==> src/rtl/serial_pkg.sv <==
// Shared definitions for the serial link: receiver state encoding and parity modes.
// Latency: n/a (types, constants and a pure function only).
// Backpressure: n/a.
package serial_pkg;

    // Receiver FSM states
    typedef enum logic [2:0] {
        ST_WAIT_IDLE = 3'd0,
        ST_IDLE      = 3'd1,
        ST_START     = 3'd2,
        ST_DATA      = 3'd3,
        ST_PARITY    = 3'd4,
        ST_STOP      = 3'd5
    } rx_state_e;

    // Parity modes, common to receiver and transmitter
    localparam int PARITY_NONE = 0;
    localparam int PARITY_ODD  = 1;
    localparam int PARITY_EVEN = 2;

    // True when the received parity bit agrees with the data XOR for the given mode
    function automatic logic parity_ok(input int mode, input logic data_xor, input logic pbit);
        logic ok;
        ok = 1'b1;
        if (mode == PARITY_ODD)  ok = (data_xor ^ pbit) == 1'b1;
        if (mode == PARITY_EVEN) ok = (data_xor ^ pbit) == 1'b0;
        return ok;
    endfunction

endpackage

==> src/rtl/serial_rx_if.sv <==
// Byte delivery bus from the UART receiver: data, valid/ready handshake, error flags.
// Latency: n/a (wiring only).
// Backpressure: rx_ready from the consumer; transfer when rx_valid && rx_ready.
interface serial_rx_if;
    logic [7:0] rx_data;
    logic       rx_valid;
    logic       rx_ready;
    logic       framing_err;
    logic       parity_err;
    logic       overrun;

    // Receiver side drives the byte and flags
    modport master (
        output rx_data, rx_valid, framing_err, parity_err, overrun,
        input  rx_ready
    );

    // Consumer side accepts the byte
    modport slave (
        input  rx_data, rx_valid, framing_err, parity_err, overrun,
        output rx_ready
    );
endinterface

==> src/rtl/serial_rx_sync.sv <==
// Two-flop synchronizer for the async serial line plus falling-edge detect.
// Latency: rxd_s_o lags the pin by 2 cycles; fall_o is combinational on the synced line.
// Backpressure: none.
module serial_rx_sync (
    input  logic clk,
    input  logic reset,
    input  logic rxd_i,
    output logic rxd_s_o,
    output logic fall_o
);
    logic meta_q;
    logic sync_q;
    logic prev_q;

    // Resync chain; resets to the idle (high) line level so reset never looks like an edge
    always_ff @(posedge clk) begin
        if (reset) begin
            meta_q <= 1'b1;
            sync_q <= 1'b1;
            prev_q <= 1'b1;
        end else begin
            meta_q <= rxd_i;
            sync_q <= meta_q;
            prev_q <= sync_q;
        end
    end

    assign rxd_s_o = sync_q;
    assign fall_o  = prev_q & ~sync_q;

endmodule

==> src/rtl/serial_rx.sv <==
// UART receiver: start/data/parity/stop deserializer into a one-deep holding register.
// Latency: byte valid 1 cycle after the stop-bit sample (pin-to-valid adds the 2-cycle sync).
// Backpressure: holding register full and not consumed at completion -> new byte dropped, overrun pulses.
module serial_rx
    import serial_pkg::*;
#(
    parameter int CLKS_PER_BIT = 434,
    parameter int DATA_BITS    = 8,
    parameter int PARITY       = PARITY_NONE
) (
    input  logic clk,
    input  logic reset,
    input  logic rxd,
    serial_rx_if.master rx
);
    localparam int CW = $clog2(CLKS_PER_BIT);
    localparam int BW = $clog2(DATA_BITS + 1);
    // Half-bit wait to land the first sample mid-bit, then full-bit spacing
    localparam logic [CW-1:0] HALF_M1  = CW'(CLKS_PER_BIT / 2 - 1);
    localparam logic [CW-1:0] FULL_M1  = CW'(CLKS_PER_BIT - 1);
    localparam logic [BW-1:0] LAST_BIT = BW'(DATA_BITS - 1);

    logic rxd_s;
    logic fall;

    serial_rx_sync u_sync (
        .clk     (clk),
        .reset   (reset),
        .rxd_i   (rxd),
        .rxd_s_o (rxd_s),
        .fall_o  (fall)
    );

    rx_state_e            state_q;
    logic [CW-1:0]        baud_cnt_q;
    logic [BW-1:0]        bit_cnt_q;
    logic [DATA_BITS-1:0] shift_q;
    logic                 perr_q;
    logic [7:0]           rx_data_q;
    logic                 rx_valid_q;
    logic                 framing_err_q;
    logic                 parity_err_q;
    logic                 overrun_q;

    // Frame FSM with baud/bit counters, shift register, holding register and registered flags
    always_ff @(posedge clk) begin
        if (reset) begin
            state_q       <= ST_WAIT_IDLE;
            baud_cnt_q    <= '0;
            bit_cnt_q     <= '0;
            shift_q       <= '0;
            perr_q        <= 1'b0;
            rx_data_q     <= '0;
            rx_valid_q    <= 1'b0;
            framing_err_q <= 1'b0;
            parity_err_q  <= 1'b0;
            overrun_q     <= 1'b0;
        end else begin
            framing_err_q <= 1'b0;
            parity_err_q  <= 1'b0;
            overrun_q     <= 1'b0;

            // Consumer transfer; a byte completing in this same cycle overrides below
            if (rx_valid_q && rx.rx_ready) begin
                rx_valid_q <= 1'b0;
            end

            case (state_q)
                ST_WAIT_IDLE: begin
                    // A line held low after a bad stop bit must return high before re-arming
                    if (rxd_s) begin
                        state_q <= ST_IDLE;
                    end
                end

                ST_IDLE: begin
                    if (fall) begin
                        state_q    <= ST_START;
                        baud_cnt_q <= '0;
                        bit_cnt_q  <= '0;
                        perr_q     <= 1'b0;
                    end
                end

                ST_START: begin
                    if (baud_cnt_q == HALF_M1) begin
                        baud_cnt_q <= '0;
                        // High at mid start bit means a glitch, not a frame
                        state_q    <= rxd_s ? ST_IDLE : ST_DATA;
                    end else begin
                        baud_cnt_q <= baud_cnt_q + CW'(1);
                    end
                end

                ST_DATA: begin
                    if (baud_cnt_q == FULL_M1) begin
                        baud_cnt_q <= '0;
                        shift_q    <= {rxd_s, shift_q[DATA_BITS-1:1]};
                        bit_cnt_q  <= bit_cnt_q + BW'(1);
                        if (bit_cnt_q == LAST_BIT) begin
                            state_q <= (PARITY != PARITY_NONE) ? ST_PARITY : ST_STOP;
                        end
                    end else begin
                        baud_cnt_q <= baud_cnt_q + CW'(1);
                    end
                end

                ST_PARITY: begin
                    if (baud_cnt_q == FULL_M1) begin
                        baud_cnt_q <= '0;
                        perr_q     <= !parity_ok(PARITY, ^shift_q, rxd_s);
                        state_q    <= ST_STOP;
                    end else begin
                        baud_cnt_q <= baud_cnt_q + CW'(1);
                    end
                end

                ST_STOP: begin
                    if (baud_cnt_q == FULL_M1) begin
                        baud_cnt_q <= '0;
                        if (rxd_s) begin
                            state_q <= ST_IDLE;
                            if (!rx_valid_q || rx.rx_ready) begin
                                rx_data_q    <= 8'(shift_q);
                                rx_valid_q   <= 1'b1;
                                parity_err_q <= perr_q;
                            end else begin
                                // Old byte wins; parity of the dropped byte is irrelevant
                                overrun_q <= 1'b1;
                            end
                        end else begin
                            framing_err_q <= 1'b1;
                            state_q       <= ST_WAIT_IDLE;
                        end
                    end else begin
                        baud_cnt_q <= baud_cnt_q + CW'(1);
                    end
                end

                default: begin
                    state_q <= ST_WAIT_IDLE;
                end
            endcase
        end
    end

    assign rx.rx_data     = rx_data_q;
    assign rx.rx_valid    = rx_valid_q;
    assign rx.framing_err = framing_err_q;
    assign rx.parity_err  = parity_err_q;
    assign rx.overrun     = overrun_q;

endmodule

==> src/flat_wrapper.sv <==
// flat-port wrapper written by rule: the top's interface ports become plain ports
module serial_rx_flat import serial_pkg::*;
#(
    parameter int CLKS_PER_BIT = 434,
    parameter int DATA_BITS    = 8,
    parameter int PARITY       = PARITY_NONE
)
  (clk, reset, rxd, rx_rx_data, rx_rx_valid, rx_framing_err, rx_parity_err, rx_overrun, rx_rx_ready);
  serial_rx_if rx_i ();
  input  logic clk;
  input  logic reset;
  input  logic rxd;
  output wire logic [$bits(rx_i.rx_data)-1:0] rx_rx_data;
  output wire logic [$bits(rx_i.rx_valid)-1:0] rx_rx_valid;
  output wire logic [$bits(rx_i.framing_err)-1:0] rx_framing_err;
  output wire logic [$bits(rx_i.parity_err)-1:0] rx_parity_err;
  output wire logic [$bits(rx_i.overrun)-1:0] rx_overrun;
  input wire logic [$bits(rx_i.rx_ready)-1:0] rx_rx_ready;
  assign rx_rx_data = rx_i.rx_data;
  assign rx_rx_valid = rx_i.rx_valid;
  assign rx_framing_err = rx_i.framing_err;
  assign rx_parity_err = rx_i.parity_err;
  assign rx_overrun = rx_i.overrun;
  assign rx_i.rx_ready = rx_rx_ready;
  serial_rx #(.CLKS_PER_BIT(CLKS_PER_BIT), .DATA_BITS(DATA_BITS), .PARITY(PARITY)) u_core (.clk(clk), .reset(reset), .rxd(rxd), .rx(rx_i));
endmodule
==> config.mk <==
export PLATFORM = sky130hd
export DESIGN_NAME = serial_rx_flat
export DESIGN_NICKNAME = d
export VERILOG_FILES = /design/src/rtl/serial_pkg.sv /design/src/rtl/serial_rx_if.sv /design/src/rtl/serial_rx_sync.sv /design/src/rtl/serial_rx.sv /design/src/flat_wrapper.sv
export SDC_FILE = /design/constraint.sdc
export NUM_CORES = 1
export LEC_CHECK = 0
export ABC_CLOCK_PERIOD_IN_PS = 2350
export BUFFER_PORTS_ARGS = -buffer_cell sky130_fd_sc_hd__buf_2
export CAP_MARGIN = 10
export CORE_UTILIZATION = 29
export CTS_BUF_LIST = sky130_fd_sc_hd__clkbuf_8
export CTS_CLUSTER_SIZE = 12
export DETAILED_ROUTE_END_ITERATION = 12
export HOLD_SLACK_MARGIN = 0.12
export SLEW_MARGIN = 20
export SYNTH_ARGS = -nofsm -noshare
export SYNTH_HDL_FRONTEND = slang
export SYNTH_SLANG_ARGS = --single-unit
==> constraint.sdc <==
create_clock -name clk -period 2.35 [get_ports clk]
set_input_delay 0.235 -clock clk [delete_from_list [all_inputs] [get_ports clk]]
set_output_delay 0.235 -clock clk [all_outputs]
set_load 0.02 [all_outputs]
==> results.ini <==
[sta]
slew-limit-headroom_pct=52.32
slew_violations=0
setup_viol=0
rsz0062_at_grt=no
fmaxAchievable_ghz=0.5112
tightest_slew_ps=715.3
hold_viol=0
tns_ps=0
fin_crit_sh_pct=83.24
clock_skew_ps=8.283
whs_ps=135.2
fin_crit_ps=1956

[setup_path]
crit_slowest_cell=or4b_4
crit_family=simple AND/OR/NAND/NOR gates
worstSetupPathType=register to register
cp-start-kind=register
end_kind=register
cp_data_required_time_ps=2500
crit_buf_inv=1
crit_chain=or4b_4 > nor3_2 > buf_4 > mux2i_1 > nor2_1
critical-path-max-stage-delay_ps=580
cp.arrival_ps=2110
cp_max_fo=8

[clocking]
cts_tree=yes
cts_buffer_depth=2
cts.root.buffer_cell=clkbuf_8
clock-sinks=38
cts_hold_buf=0
cts-htree-levels=2
cts_made_buffers=5
postCtsResizedCells=0
post_cts_buffers=0
clkSlewWorstSetupHoldPaths_ps=80
clkLatencyLatePin_ps=290

[place]
dp_cells=292
numPortBuffers=14
place_hpwl_um=2514
gp_congestion=0.7938

[finish]
finish.net_count=233
final_cells=301
fillers=619
diodes=0
area_growth_pct=16.15
drive_gt1_share_pct=17.70

[floorplanning]
die-width_um=82.23
core_area_um2=6061
num_rows=28
initial_core_util_pct=30.80
die-area_um2=6762
ios=16
die_y_um=82.23

[global_route]
grt_overflow=0
antenna_found_initial=0
grt_max_degree=46
grt.total_usage_pct=12.77
grt_pass1_wl_um=6417
grt_pass1_vias=1300

[synth]
async_flop_share_pct=0
synth.distinct_cells=51
syn_avg_cell_area_um2=8.889
synthFlopType=dfxtp_1
syn-cell-area_um2=1867
seq_area_frac_synth_pct=40.75
synth_edf_count=0
synth_cells=210
synth_seq_cells=38
syn_nets=218
yosys_warnings=0

[drt]
drc=0
viasPerCell=4.967
firstDrtPassIters=4
drt-initial-drc-count=86
finalWirelength_um=3794
wl_per_cell_um=12.60
antenna_left=0
num_vias=1495

[power_and_ir_drop]
ir_drop_mv=0.3879
powerDensity_nw_per_um2=783.1
leakage_nw=0.7587
p_total_mw=1.698

[status]
status=completed

[hold_path]
min_path_type=input port to register

[flow_run]
cap_violations=0

==> registers in the layout (all words and copies together) (netlist names), 3 cells and up <==
name / flops
u_core.rx.rx_data: 8
u_core.baud_cnt_q: 9
u_core.state_q: 3
u_core.shift_q: 8
u_core.bit_cnt_q: 4
==> cell usage after synthesis (2+ instances only) <==
master	n	area, um2
buf_2	3	15.01
nand3_1	5	25.02
clkbuf_1	8	30.03
a21oi_1	12	60.06
or3b_2	2	17.52
buf_4	2	15.01
buf_1	2	7.510
nand2b_1	20	125.1
nor2b_1	3	18.77
or2_2	3	18.77
nor2_1	15	56.30
o221ai_1	2	17.52
nor4_1	3	18.77
a31oi_1	2	12.51
and2_1	4	25.02
mux2i_1	16	160.2
nor3_1	7	35.03
inv_1	4	15.01
dfxtp_1	38	760.7
o22ai_1	5	31.28
nand4_1	5	31.28
ha_1	4	50.05
o21ai_1	3	15.01
o21ai_0	3	15.01
xnor2_1	2	17.52
nand2_1	12	45.04
==> where the power goes <==
part	internal [mW]	switching, mW	leakage [nW]
sequential	0.671	0.0363	0.307
combinational	0.133	0.187	0.383
clock	0.425	0.246	0.0683
==> cells by family after synthesis <==
| family | share of synthesized area (%) |
|---|---|
| AOI/OAI and AO/OA | 14.01 |
| xor gates and xnor gates | 0.9385 |
| adders and majority gates | 2.681 |
| buffers and inverters | 4.423 |
| DFF | 40.75 |
| muxes | 9.182 |
| other | 0.2009 |
| and+or+nand+nor | 27.81 |
==> routing by layer <==
layer | global-route usage (%) | wire length [um] | vias to the layer above
met4 | 6.316 | 78 | 0
li1 | - | - | 774
met3 | 3.626 | 106 | 4
met2 | 18.18 | 1608 | 24
met1 | 17.39 | 2000 | 693
met5 | 0 | 0 | -
==> layout by cell type, fill, tap and decap left out, drive strengths merged, types with 5 or more instances in the layout <==
cell,Yosys,final
nor3,8,8
dfxtp,38,38
a21oi,12,12
clkbuf,8,6
nand4,5,5
o21ai,6,6
mux2i,16,16
nand2,12,12
nand2b,20,20
buf,7,22
nor2,15,15
nand3,5,5
o22ai,5,5
==> layout make-up <==
| type | count | area, um2 | area share (%) |
|---|---|---|---|
| multi-input combinational | 153 | 1023 | 47.20 |
| sequential | 38 | 760.7 | 35.08 |
| timing repair buffer | 23 | 137.6 | 6.347 |
| tap | 75 | 93.84 | 4.328 |
| clock buffer | 5 | 68.82 | 3.174 |
| clock inverter | 3 | 68.82 | 3.174 |
| inverter | 4 | 15.01 | 0.6924 |
==> through the flow <==
| stage | area [um2] | util, % | setup WS, ps |
|---|---|---|---|
| floorplan | 1867 | - | 592.6 |
| global placement | 2023 | 33.38 | 270.5 |
| detailed placement | 2023 | 33.38 | 187.5 |
| CTS | 2161 | 35.65 | 157.4 |
| global route | 2168 | 35.78 | 240.0 |
| finish | 2168 | 35.78 | 393.8 |
==> final timing paths <==
kind | from | endpoint | slack [ps] | cells after the start
min | rxd | u_core.u_sync.meta_q | 140 | 2
max reg2reg | u_core.baud_cnt_q[2] | u_core.shift_q[4] | 390 | 5
min reg2reg | u_core.u_sync.meta_q | u_core.u_sync.rxd_s_o | 410 | 1
max | u_core.baud_cnt_q[2] | u_core.shift_q[4] | 390 | 5
Note: power is estimated with default switching activity, not from simulation.
